### config.mk
export PLATFORM = sky130hd
export DESIGN_NAME = wb_arbiter_2m
export DESIGN_NICKNAME = d
export VERILOG_FILES = /design/src/rtl/wb_arb_pkg.sv /design/src/rtl/wb_ack_watchdog.sv /design/src/rtl/wb_arbiter_2m.sv
export SDC_FILE = /design/constraint.sdc
export NUM_CORES = 1
export LEC_CHECK = 0
export ABC_AREA = 0
export CAP_MARGIN = 20
export CORE_AREA = 2 2 123 125
export DETAILED_ROUTE_END_ITERATION = 7
export DIE_AREA = 0 0 125 127
export PLACE_DENSITY = 0.58
export SKIP_LAST_GASP = 1
export SLEW_MARGIN = 10
export SYNTH_ARGS = -nofsm -noshare
export SYNTH_HDL_FRONTEND = slang
export SYNTH_HIERARCHICAL = 1
export SYNTH_SLANG_ARGS = --single-unit
### constraint.sdc
create_clock -name wb_clk_i -period 4.7 [get_ports wb_clk_i]
set_clock_uncertainty 0.15 [all_clocks]
set_input_delay 0.94 -clock wb_clk_i [delete_from_list [all_inputs] [get_ports wb_clk_i]]
set_output_delay 0.94 -clock wb_clk_i [all_outputs]
set_load 0.01 [all_outputs]
### src/rtl/wb_arb_pkg.sv
// Shared definitions for the two-master Wishbone arbiter: grant encoding,
// priority encoding and the default ack-watchdog timeout.
package wb_arb_pkg;

   // Grant state: which master (if any) owns the slave
   typedef enum logic [1:0] {
      IDLE   = 2'b00,
      GNT_M0 = 2'b01,
      GNT_M1 = 2'b10
   } gnt_e;

   // Favoured master for the next simultaneous request
   localparam logic PRIO_M0 = 1'b0;
   localparam logic PRIO_M1 = 1'b1;

   // Cycles a granted strobe may wait for an ack before err fires
   localparam int unsigned TIMEOUT_CYCLES_DEF = 16;

endpackage

### src/rtl/wb_ack_watchdog.sv
// Ack watchdog: counts consecutive stalled strobe cycles of the granted
// master and flags the cycle in which the limit is reached.
module wb_ack_watchdog
   import wb_arb_pkg::*;
#(
   parameter int unsigned TIMEOUT_CYCLES = TIMEOUT_CYCLES_DEF,
   parameter int unsigned CNT_W          = $clog2(TIMEOUT_CYCLES + 1)
) (
   input  logic clk_i,
   input  logic rst_ni,
   input  logic stb_i,      // strobe of the granted master, 0 when idle
   input  logic ack_i,      // slave ack
   input  logic clr_i,      // grant is being released this cycle
   output logic timeout_o   // stall limit reached in this cycle
);

   localparam logic [CNT_W-1:0] LAST = CNT_W'(TIMEOUT_CYCLES - 1);

   logic [CNT_W-1:0] wdog_q, wdog_d;

   // An ack in the final cycle wins over the timeout
   assign timeout_o = (wdog_q == LAST) & stb_i & ~ack_i;

   // Next count: restart on any progress, release, idle strobe or fired error
   always_comb begin
      wdog_d = wdog_q + 1'b1;
      if (clr_i | ack_i | ~stb_i | timeout_o) begin
         wdog_d = '0;
      end
   end

   // Counter register with synchronous reset
   always_ff @(posedge clk_i) begin
      if (!rst_ni) begin
         wdog_q <= '0;
      end else begin
         wdog_q <= wdog_d;
      end
   end

endmodule

### src/rtl/wb_arbiter_2m.sv
// Two-master, one-slave Wishbone classic arbiter. Registered round-robin
// grant held for a master's whole bus cycle, with an ack watchdog that
// terminates a stalled access with a one-cycle err pulse.
module wb_arbiter_2m
   import wb_arb_pkg::*;
#(
   parameter int unsigned TIMEOUT_CYCLES = TIMEOUT_CYCLES_DEF
) (
   input  logic        wb_clk_i,
   input  logic        wb_rst_ni,
   // master 0
   input  logic [31:0] m0_adr_i,
   input  logic [31:0] m0_dat_i,
   input  logic [3:0]  m0_sel_i,
   input  logic        m0_we_i,
   input  logic        m0_cyc_i,
   input  logic        m0_stb_i,
   output logic        m0_ack_o,
   output logic        m0_err_o,
   output logic [31:0] m0_dat_o,
   // master 1
   input  logic [31:0] m1_adr_i,
   input  logic [31:0] m1_dat_i,
   input  logic [3:0]  m1_sel_i,
   input  logic        m1_we_i,
   input  logic        m1_cyc_i,
   input  logic        m1_stb_i,
   output logic        m1_ack_o,
   output logic        m1_err_o,
   output logic [31:0] m1_dat_o,
   // slave
   output logic [31:0] s_adr_o,
   output logic [31:0] s_dat_o,
   output logic [3:0]  s_sel_o,
   output logic        s_we_o,
   output logic        s_cyc_o,
   output logic        s_stb_o,
   input  logic        s_ack_i,
   input  logic [31:0] s_dat_i
);

   localparam int unsigned CNT_W = $clog2(TIMEOUT_CYCLES + 1);

   gnt_e gnt_q;
   logic prio_q;

   logic g_cyc, g_stb;
   logic leave;
   logic timeout_now;

   // Slave-side mux; address/data/sel/we follow M0 unless M1 owns the bus
   always_comb begin
      s_adr_o = m0_adr_i;
      s_dat_o = m0_dat_i;
      s_sel_o = m0_sel_i;
      s_we_o  = m0_we_i;
      g_cyc   = 1'b0;
      g_stb   = 1'b0;
      unique case (gnt_q)
         GNT_M0: begin
            g_cyc = m0_cyc_i;
            g_stb = m0_stb_i;
         end
         GNT_M1: begin
            s_adr_o = m1_adr_i;
            s_dat_o = m1_dat_i;
            s_sel_o = m1_sel_i;
            s_we_o  = m1_we_i;
            g_cyc   = m1_cyc_i;
            g_stb   = m1_stb_i;
         end
         default: ;
      endcase
   end

   assign s_cyc_o = g_cyc;
   assign s_stb_o = g_stb & ~timeout_now;

   // Responses only ever reach the granted master
   assign m0_ack_o = (gnt_q == GNT_M0) & s_ack_i;
   assign m1_ack_o = (gnt_q == GNT_M1) & s_ack_i;
   assign m0_err_o = (gnt_q == GNT_M0) & timeout_now;
   assign m1_err_o = (gnt_q == GNT_M1) & timeout_now;

   // Read data is broadcast; ack alone qualifies it
   assign m0_dat_o = s_dat_i;
   assign m1_dat_o = s_dat_i;

   // Owner drops cyc: the grant changes at this edge
   assign leave = (gnt_q != IDLE) & ~g_cyc;

   wb_ack_watchdog #(
      .TIMEOUT_CYCLES (TIMEOUT_CYCLES),
      .CNT_W          (CNT_W)
   ) u_wdog (
      .clk_i     (wb_clk_i),
      .rst_ni    (wb_rst_ni),
      .stb_i     (g_stb),
      .ack_i     (s_ack_i),
      .clr_i     (leave),
      .timeout_o (timeout_now)
   );

   // Grant FSM: hold for the whole bus cycle, hand over directly when the
   // other master is already waiting, and favour the other master next time
   always_ff @(posedge wb_clk_i) begin
      if (!wb_rst_ni) begin
         gnt_q  <= IDLE;
         prio_q <= PRIO_M0;
      end else begin
         unique case (gnt_q)
            IDLE: begin
               if (m0_cyc_i && m1_cyc_i) begin
                  gnt_q <= (prio_q == PRIO_M1) ? GNT_M1 : GNT_M0;
               end else if (m0_cyc_i) begin
                  gnt_q <= GNT_M0;
               end else if (m1_cyc_i) begin
                  gnt_q <= GNT_M1;
               end
            end
            GNT_M0: begin
               if (!m0_cyc_i) begin
                  prio_q <= PRIO_M1;
                  gnt_q  <= m1_cyc_i ? GNT_M1 : IDLE;
               end
            end
            GNT_M1: begin
               if (!m1_cyc_i) begin
                  prio_q <= PRIO_M0;
                  gnt_q  <= m0_cyc_i ? GNT_M0 : IDLE;
               end
            end
            default: gnt_q <= IDLE;
         endcase
      end
   end

endmodule

==> metrics.yaml, run 1 <==
worstPathArrival_ps: 2580
area_growth_pct: 104
avgSynthCellArea_um2: 9.38
cts.path.max_buffers: 2
die_area_um2: 15900
clock_sinks: 8
antenna_found_initial: 0
power_mw: 0.992
outcome: "completed"
synth_seq_cells: 8
final_antenna_net_count: 0
crit_type: "in2out"
irDropWorstVdd_mv: 0.177
dpl.hpwl_mm: 6.74
cp-end-kind: "output pin"
synth_compound_area_frac: 0.0631
clk_latency_ps: 230
slew_headroom: 0.771
drive_above_1_share: 0.0369
viasPerCell: 3.70
core-area_um2: 14400
boundaryPins: 316
wl_per_cell_um: 14.5
worst_setup_path_start_kind: "input port"
nFillCells: 1518
rows: 44
place_congestion: 0.797
synth-warning-count: 6
tightest_slew_ps: 343
drc: 0
seq_area_frac_synth: 0.0841
hp-class: "reg2reg"
cts_root_buf: "clkbuf_16"
path_clk_slew_ps: 40
grt_pass1_vias: 1966
diodes: 0
synth-simple-area-share: 0.0907
grt.overflow.total: 0
cellLeakagePower_nw: 1.40
cts_resized: 0
io_buffers: 219
cts-hold-fix-buffers: 0
initial_core_util: 0.132
hold_viol_final: 0
track_usage: 0.0890
synthXorXnorAreaFrac: 0.00920
synthMuxAreaShare: 0.408
slew_violations: 0
max_cap_viol_count: 0
die_h_um: 127
synth_cell_types: 33
power_density_nw_per_um2: 256
dr.pass1.iters: 3
regArea_um2: 160
crit_fanout: 3
grt_setup_unrepaired: "false"
die_w_um: 125
grt_pass1_wl_mm: 11.4
synth_top_family_by_area: "multiplexers"
vias: 1984
fin_setup_tns_ps: 0
syn_inst: 203
grt_max_degree: 56
period_needed_ps: 3670
cts_setup_buffers: 0
drt-total-wl_mm: 7.75
initialDrtViolationCount: 27
htree_levels: 1
crit_required_ps: 3610
synthAdderAreaFrac: 0.0460
synth_nets: 387
cts_buffers: 3
setup_viol: 0
cts_tree: "built"
fin_crit_sh: 0.782
fmax_ghz: 0.272
multi_input_area_um2: 1190
layout.nets: 538
syn_area_um2: 1900
cells in the final DEF, fill, tap and decap left out, drive strengths merged, types with 2 or more instances in the layout:
cell type	count
inv	4
a22oi	3
o21ai	2
ha	7
nor3b	2
clkdlybuf4s50	219
dfxtp	8
mux2	69
nand3b	2
a21boi	2
and3	2
clkbuf	3
and2	6
nor2	5
nand2	2
o211ai	2
nor2b	2
layer usage:
| layer | global-route usage | wire length (µm) | vias to the layer above |
|---|---|---|---|
| met3 | 0.0398 | 896 | 16 |
| li1 | - | - | 936 |
| met5 | 0 | 0 | - |
| met2 | 0.159 | 3940 | 145 |
| met1 | 0.0970 | 2780 | 887 |
| met4 | 0.0209 | 129 | 0 |
area by class of cell:
type	instances	area share
inverters	4	0.00387
well taps	184	0.0593
multi-input cells	117	0.306
clock buffers	3	0.0193
repair buffers	220	0.570
flip-flops and latches	8	0.0413
sequential cells by signal, summed over array words and instances, names as in the netlist:
signal / cells
u_wdog/wdog_q: 5
gnt_q: 2
prio_q: 1
logic make-up (layout without fill, tap and decap cells):
kind of cell,after synthesis,in the layout
compound gates,14,14
xor+xnor,2,2
fa+ha+maj,7,7
buf+inv,78,227
flops,8,8
mux,69,69
simple gates,25,25
critical path, stage by stage:
cell and delay (ps):
clkdlybuf4s50_1 450, a22oi_1 80, nor2b_1 180, and3b_2 220, and2_1 130, clkdlybuf4s50_1 580
synth_stat cells:
cell      instances  area share
mux2_1           69        0.41
and3_1            1      0.0033
nor3b_2           1      0.0066
nor4b_4           1       0.012
nand2_2           1      0.0033
and2_1            6       0.020
nand3b_1          2      0.0079
and3_2            1      0.0039
a21bo_2           1      0.0053
a21boi_0          1      0.0039
o41ai_2           1      0.0085
nor3b_1           1      0.0039
o221ai_1          1      0.0046
nor2b_1           2      0.0066
buf_6             1      0.0059
xnor2_1           1      0.0046
nand3_1           1      0.0026
a21oi_1           1      0.0026
a22oi_1           3       0.012
xor2_1            1      0.0046
o21ai_1           2      0.0053
nand2_1           1      0.0020
nand2b_1          1      0.0033
a22o_4            1      0.0092
a21boi_1          1      0.0039
buf_4            71        0.28
o211ai_1          2      0.0079
inv_1             4      0.0079
buf_2             2      0.0053
and3b_2           1      0.0053
ha_1              7       0.046
nor2_1            5      0.0099
dfxtp_1           8       0.084
where the power goes:
| group | total (mW) | internal [mW] | switching, mW |
|---|---|---|---|
| logic | 0.762 | 0.467 | 0.295 |
| registers | 0.0888 | 0.0774 | 0.0114 |
| clock network | 0.141 | 0.110 | 0.0317 |
| total | 0.992 | 0.654 | 0.338 |
worst paths after layout:
kind	startpoint	cells past startpoint	to	slack, ps
max	m1_stb_i	6	m1_err_o	1030
min	u_wdog/wdog_q[0]$_SDFF_PP0_	1	u_wdog/wdog_q[0]$_SDFF_PP0_	300
max reg2reg	gnt_q[1]$_SDFFE_PN0P_	7	u_wdog/wdog_q[1]$_SDFF_PP0_	2670
min reg2reg	u_wdog/wdog_q[0]$_SDFF_PP0_	1	u_wdog/wdog_q[0]$_SDFF_PP0_	300
metrics by stage:
stage | utilization | area [µm²] | cells | worst slack, ps | hold slack [ps]
after floorplan | - | 1900 | 203 | 2050 | 268
after global placement | 0.264 | 3800 | 533 | 1000 | 282
after detailed placement | 0.264 | 3800 | 533 | 994 | 298
after CTS | 0.269 | 3880 | 536 | 991 | 308
after global routing | 0.269 | 3880 | 536 | 928 | 337
final | 0.269 | 3880 | 536 | 1030 | 296
Note: power is estimated with default switching activity, not from simulation.
==> run 2: changes to the inputs <==
--- a/config.mk
+++ b/config.mk
@@ -7,10 +7,10 @@
 export LEC_CHECK = 0
 export ABC_AREA = 0
 export CAP_MARGIN = 20
-export CORE_AREA = 2 2 123 125
+export CORE_AREA = 2 2 124 126
 export DETAILED_ROUTE_END_ITERATION = 7
-export DIE_AREA = 0 0 125 127
-export PLACE_DENSITY = 0.58
+export DIE_AREA = 0 0 126 128
+export PLACE_DENSITY = 0.6
 export SKIP_LAST_GASP = 1
 export SLEW_MARGIN = 10
 export SYNTH_ARGS = -nofsm -noshare
==> constraint.sdc (replaced) <==
create_clock -name wb_clk_i -period 2.95 [get_ports wb_clk_i]
set_clock_uncertainty 0.15 [all_clocks]
set_input_delay 0.59 -clock wb_clk_i [delete_from_list [all_inputs] [get_ports wb_clk_i]]
set_output_delay 0.59 -clock wb_clk_i [all_outputs]
set_load 0.01 [all_outputs]
==> metrics.yaml, run 2 (synthesis gave the netlist of run 1 again) <==
outcome: "completed"
io_buffers: 219  # unchanged
layout_commonest_cell: "clkdlybuf4s50_1"
period_needed_ps: 2880
setup_ws_ps: 68.6  # -958 ps
initialDrtViolationCount: 38  # +41%
irDropWorstVdd_mv: 0.261  # +47%
r2r_setup_slack_ps: 930  # -1740 ps
drc: 0  # unchanged
vias: 2018  # +1.7%
path_clk_slew_ps: 30  # about the same
crit_required_ps: 2210  # -1400 ps
power_mw: 1.69  # +70%
cts_tree: "built"
grt_pass1_wl_mm: 14.0  # +23%
grt_max_degree: 40  # -29%
clk_latency_ps: 230  # about the same
slew_violations: 0  # unchanged
fin_crit_sh: 0.977
clock_sinks: 8  # unchanged
slew_headroom: 0.802  # +0.0309
grt.overflow.total: 0  # unchanged
die_w_um: 126  # +0.80%
worst_setup_path_start_kind: "input port"
final_antenna_net_count: 0  # unchanged
setup_viol: 0  # unchanged
area_growth_pct: 107
drive_above_1_share: 0.0560  # +0.0191
cp-end-kind: "output pin"
reg2reg_depth: 7  # unchanged
cts-hold-fix-buffers: 0  # unchanged
hold_ws_ps: 287  # -8.80 ps
place_congestion: 0.795  # -0.24%
die_h_um: 128  # +0.79%
place_ws_ps: 78.8  # -915 ps
timing.rr.end: "u_wdog/wdog_q[1]$_SDFF_PP0_"
worstPathArrival_ps: 2140  # -440 ps
drt-total-wl_mm: 10.1  # +30%
rows: 45  # +2.3%
largest_register_ffs: 5  # unchanged
max_cap_viol_count: 0  # unchanged
cts_root_buf: "clkbuf_16"
cts.path.max_buffers: 2  # unchanged
fin_setup_tns_ps: 0  # unchanged
crit_fanout: 3  # unchanged
diodes: 0  # unchanged
power_density_nw_per_um2: 429  # +68%
fmax_ghz: 0.347
grt_pass1_vias: 2147  # +9.2%
htree_levels: 1  # unchanged
grt_setup_unrepaired: "false"
reg2reg_from: "gnt_q[0]$_SDFFE_PN0P_"
crit_type: "in2out"
largest_register: "u_wdog/wdog_q"
core-area_um2: 14900  # +3.1%
hp-class: "reg2reg"
cts_buffers: 3  # unchanged
track_usage: 0.116  # +0.0273
dpl.hpwl_mm: 8.80  # +31%
endpoint: "m0_err_o"
largestRegisters: "u_wdog/wdog_q x5, gnt_q x2, prio_q x1"
layout_common_cells: "clkdlybuf4s50_1 (219), mux2_1 (68), dfxtp_1 (7)"
wl_per_cell_um: 18.5  # +28%
boundaryPins: 316  # unchanged
tightest_slew_ps: 296  # -47.3 ps
viasPerCell: 3.70  # about the same
initial_core_util: 0.128  # -0.00391
die_area_um2: 16100  # +1.6%
cellLeakagePower_nw: 1.43  # +2.1%
layout.nets: 543  # +0.93%
hold_viol_final: 0  # unchanged
antenna_found_initial: 0  # unchanged
crit_start: "m1_stb_i"
dr.pass1.iters: 3  # unchanged
==> run 2: cell types whose count changed in the layout (fill, tap and decap cells not counted), sizes merged <==
| cell | delta |
|---|---|
| buf | +5 |
==> run 2: how the worst min path moves through the flow <==
stage | from | endpoint | slack [ps] | cells past startpoint
finish | u_wdog/wdog_q[0]$_SDFF_PP0_ | u_wdog/wdog_q[0]$_SDFF_PP0_ | 290 | 1
global route | u_wdog/wdog_q[0]$_SDFF_PP0_ | u_wdog/wdog_q[0]$_SDFF_PP0_ | 300 | 1
CTS | u_wdog/wdog_q[0]$_SDFF_PP0_ | u_wdog/wdog_q[0]$_SDFF_PP0_ | 290 | 1
detailed placement | u_wdog/wdog_q[0]$_SDFF_PP0_ | u_wdog/wdog_q[0]$_SDFF_PP0_ | 290 | 1
global placement | u_wdog/wdog_q[0]$_SDFF_PP0_ | u_wdog/wdog_q[0]$_SDFF_PP0_ | 280 | 1
floorplan | u_wdog/wdog_q[0]$_SDFF_PP0_ | u_wdog/wdog_q[0]$_SDFF_PP0_ | 270 | 1
==> run 2: area by class of cell <==
cell class | count | area (µm²)
well taps | 188 | 235
clock buffers | 3 | 75.1
flip-flops and latches | 8 | 161
multi-input cells | 117 | 1190
fillers | 1552 | 10900
inverters | 4 | 15.0
repair buffers | 225 | 2260
==> run 2: power by group <==
group	internal [mW]	total, mW	switching [mW]
Combinational	0.769	1.32	0.550
Sequential	0.124	0.143	0.0189
Clock	0.175	0.228	0.0533
==> run 2: what timing repair did <==
action / in CTS / in global routing
buffers inserted: 0 / 0
gates resized for setup: 0 / 2
setup endpoints to repair: 0 / 3
==> run 2: stage by stage <==
| step | instance area [µm²] | cells | util |
|---|---|---|---|
| final | 3940 | 545 | 0.265 |
| after detailed placement | 3860 | 542 | 0.260 |
| after global placement | 3860 | 542 | 0.260 |
| after CTS | 3940 | 545 | 0.265 |
| after global routing | 3940 | 545 | 0.265 |
| after floorplan | 1900 | 203 | - |
==> run 2: worst max-delay path: stages <==
cell and delay, ps:
clkdlybuf4s50_1 450, a22oi_1 80, nor2b_1 140, and3b_2 210, and2_1 130, clkdlybuf4s50_1 530
==> run 2: routing by layer <==
metal | GRT usage | routed length, µm | up-vias
li1 | - | - | 946
met1 | 0.161 | 4780 | 936
met2 | 0.187 | 4470 | 136
met3 | 0.0338 | 837 | 0
met4 | 0.00970 | 0 | 0
met5 | 0 | 0 | -
==> run 3: changes to the inputs <==
--- a/config.mk
+++ b/config.mk
@@ -10,6 +10,7 @@
 export CORE_AREA = 2 2 124 126
 export DETAILED_ROUTE_END_ITERATION = 7
 export DIE_AREA = 0 0 126 128
+export MAX_ROUTING_LAYER = met4
 export PLACE_DENSITY = 0.6
 export SKIP_LAST_GASP = 1
 export SLEW_MARGIN = 10
==> metrics.yaml, run 3 (synthesis gave the netlist of run 1 again) <==
cts_tree: "built"
final-instance-count-excl-fill: 545  # unchanged
viasPerCell: 3.72  # +0.59%
largest_register: "u_wdog/wdog_q"
fin_crit_sh: 0.977  # about the same
grt_setup_unrepaired: "false"
crit_fanout: 3  # unchanged
wl_per_cell_um: 18.5  # -0.16%
outcome: "completed"
setup_ws_ps: 68.1  # -0.573 ps
final_antenna_net_count: 0  # unchanged
hold_viol_final: 0  # unchanged
nFillCells: 1552  # unchanged
clock_sinks: 8  # unchanged
htree_levels: 1  # unchanged
switchingPower_mw: 0.620  # -0.26%
die_w_um: 126  # unchanged
die_area_um2: 16100  # unchanged
place_ws_ps: 78.8  # unchanged
grt_max_degree: 40  # unchanged
clk_latency_ps: 230  # about the same
crit_required_ps: 2210  # about the same
slew_headroom: 0.802  # about the same
slew_violations: 0  # unchanged
area_growth_pct: 107  # unchanged
hp-class: "reg2reg"
layout_commonest_cell: "clkdlybuf4s50_1"
layout_common_cells: "clkdlybuf4s50_1 (219), mux2_1 (68), dfxtp_1 (7)"
crit_type: "in2out"
final_cell_area_um2: 3940  # unchanged
dpl.hpwl_mm: 8.80  # unchanged
setup_viol: 0  # unchanged
dp_cells: 542  # unchanged
cts-hold-fix-buffers: 0  # unchanged
power_mw: 1.69  # -0.10%
cpMaxStageDelayCell: "clkdlybuf4s50_1"
core-area_um2: 14900  # unchanged
r2r_setup_slack_ps: 930  # about the same
io_buffers: 219  # unchanged
cp_common_cell: "clkdlybuf4s50_1"
irDropWorstVdd_mv: 0.261  # about the same
cp-end-kind: "output pin"
crit_family: "buffers and inverters"
rows: 45  # unchanged
clock_power_share: 0.135  # about the same
switching_share: 0.367  # -0.000593
cts_resized: 0  # unchanged
p_seq_frac: 0.085  # about the same
grt.overflow.total: 0  # unchanged
drive_above_1_share: 0.0560  # unchanged
power_density_nw_per_um2: 429  # -0.10%
path_clk_slew_ps: 30  # about the same
worst_setup_path_start_kind: "input port"
place_congestion: 0.806  # +1.4%
die_h_um: 128  # unchanged
fin_setup_tns_ps: 0  # unchanged
largestRegisters: "u_wdog/wdog_q x5, gnt_q x2, prio_q x1"
cts_root_buf: "clkbuf_16"
diodes: 0  # unchanged
period_needed_ps: 2880  # +0.573 ps
layout.nets: 543  # unchanged
tightest_slew_ps: 296  # +0.000238 ps
max_stage_delay_ps: 530  # about the same
track_usage: 0.120  # +0.00348
worstPathArrival_ps: 2140  # about the same
largest_register_ffs: 5  # unchanged
max_cap_viol_count: 0  # unchanged
grt_pass1_wl_mm: 14.0  # about the same
cellLeakagePower_nw: 1.43  # unchanged
cts.path.max_buffers: 2  # unchanged
drt-total-wl_mm: 10.1  # -0.16%
grt_pass1_vias: 2147  # unchanged
initial_core_util: 0.128  # unchanged
dr.pass1.iters: 3  # unchanged
antenna_found_initial: 0  # unchanged
hold_ws_ps: 287  # unchanged
boundaryPins: 316  # unchanged
drc: 0  # unchanged
cts_buffers: 3  # unchanged
utilization: 0.265  # unchanged
fmax_ghz: 0.347  # about the same
initialDrtViolationCount: 30  # -21%
cts_setup_buffers: 0  # unchanged
place_area_um2: 3860  # unchanged
combinationalPowerShare: 0.780  # about the same
p_int_mw: 1.07  # about the same
critical_path_buf_inv_count: 2  # unchanged
vias: 2030  # +0.59%
crit_chain: "clkdlybuf4s50_1 -> a22oi_1 -> nor2b_1 -> and3b_2 -> and2_1 -> clkdlybuf4s50_1"
-- run 3: power groups by stage --
stage	Sequential [mW]	Clock, mW	Combinational, mW
floorplan	0.137	0	0.661
global placement	0.142	0	1.32
detailed placement	0.142	0	1.33
CTS	0.142	0.234	1.34
global route	0.145	0.239	1.40
finish	0.143	0.228	1.32
-- run 3: metal layers --
metal,up-vias,track usage,share of wire
met2,135,0.187,0.44
met3,0,0.0305,0.078
met5,-,-,0
li1,946,-,-
met1,949,0.163,0.48
met4,0,0.00970,0
-- run 3: cell type report --
| class | count | area, µm² | share of cell area |
|---|---|---|---|
| Timing Repair Buffer | 225 | 2260 | 0.575 |
| Clock buffer | 3 | 75.1 | 0.0191 |
| Inverter | 4 | 15.0 | 0.00381 |
| Tap cell | 188 | 235 | 0.0598 |
| Sequential cell | 8 | 161 | 0.0410 |
| Multi-Input combinational cell | 117 | 1190 | 0.302 |
-- run 3: path summary, 6_finish.rpt --
| check | cells past startpoint | to | from |
|---|---|---|---|
| worst max-delay path | 6 | m0_err_o | m1_stb_i |
| worst min-delay path | 1 | u_wdog/wdog_q[0]$_SDFF_PP0_ | u_wdog/wdog_q[0]$_SDFF_PP0_ |
| worst max register to register | 7 | u_wdog/wdog_q[1]$_SDFF_PP0_ | gnt_q[0]$_SDFFE_PN0P_ |
| worst min register to register | 1 | u_wdog/wdog_q[0]$_SDFF_PP0_ | u_wdog/wdog_q[0]$_SDFF_PP0_ |
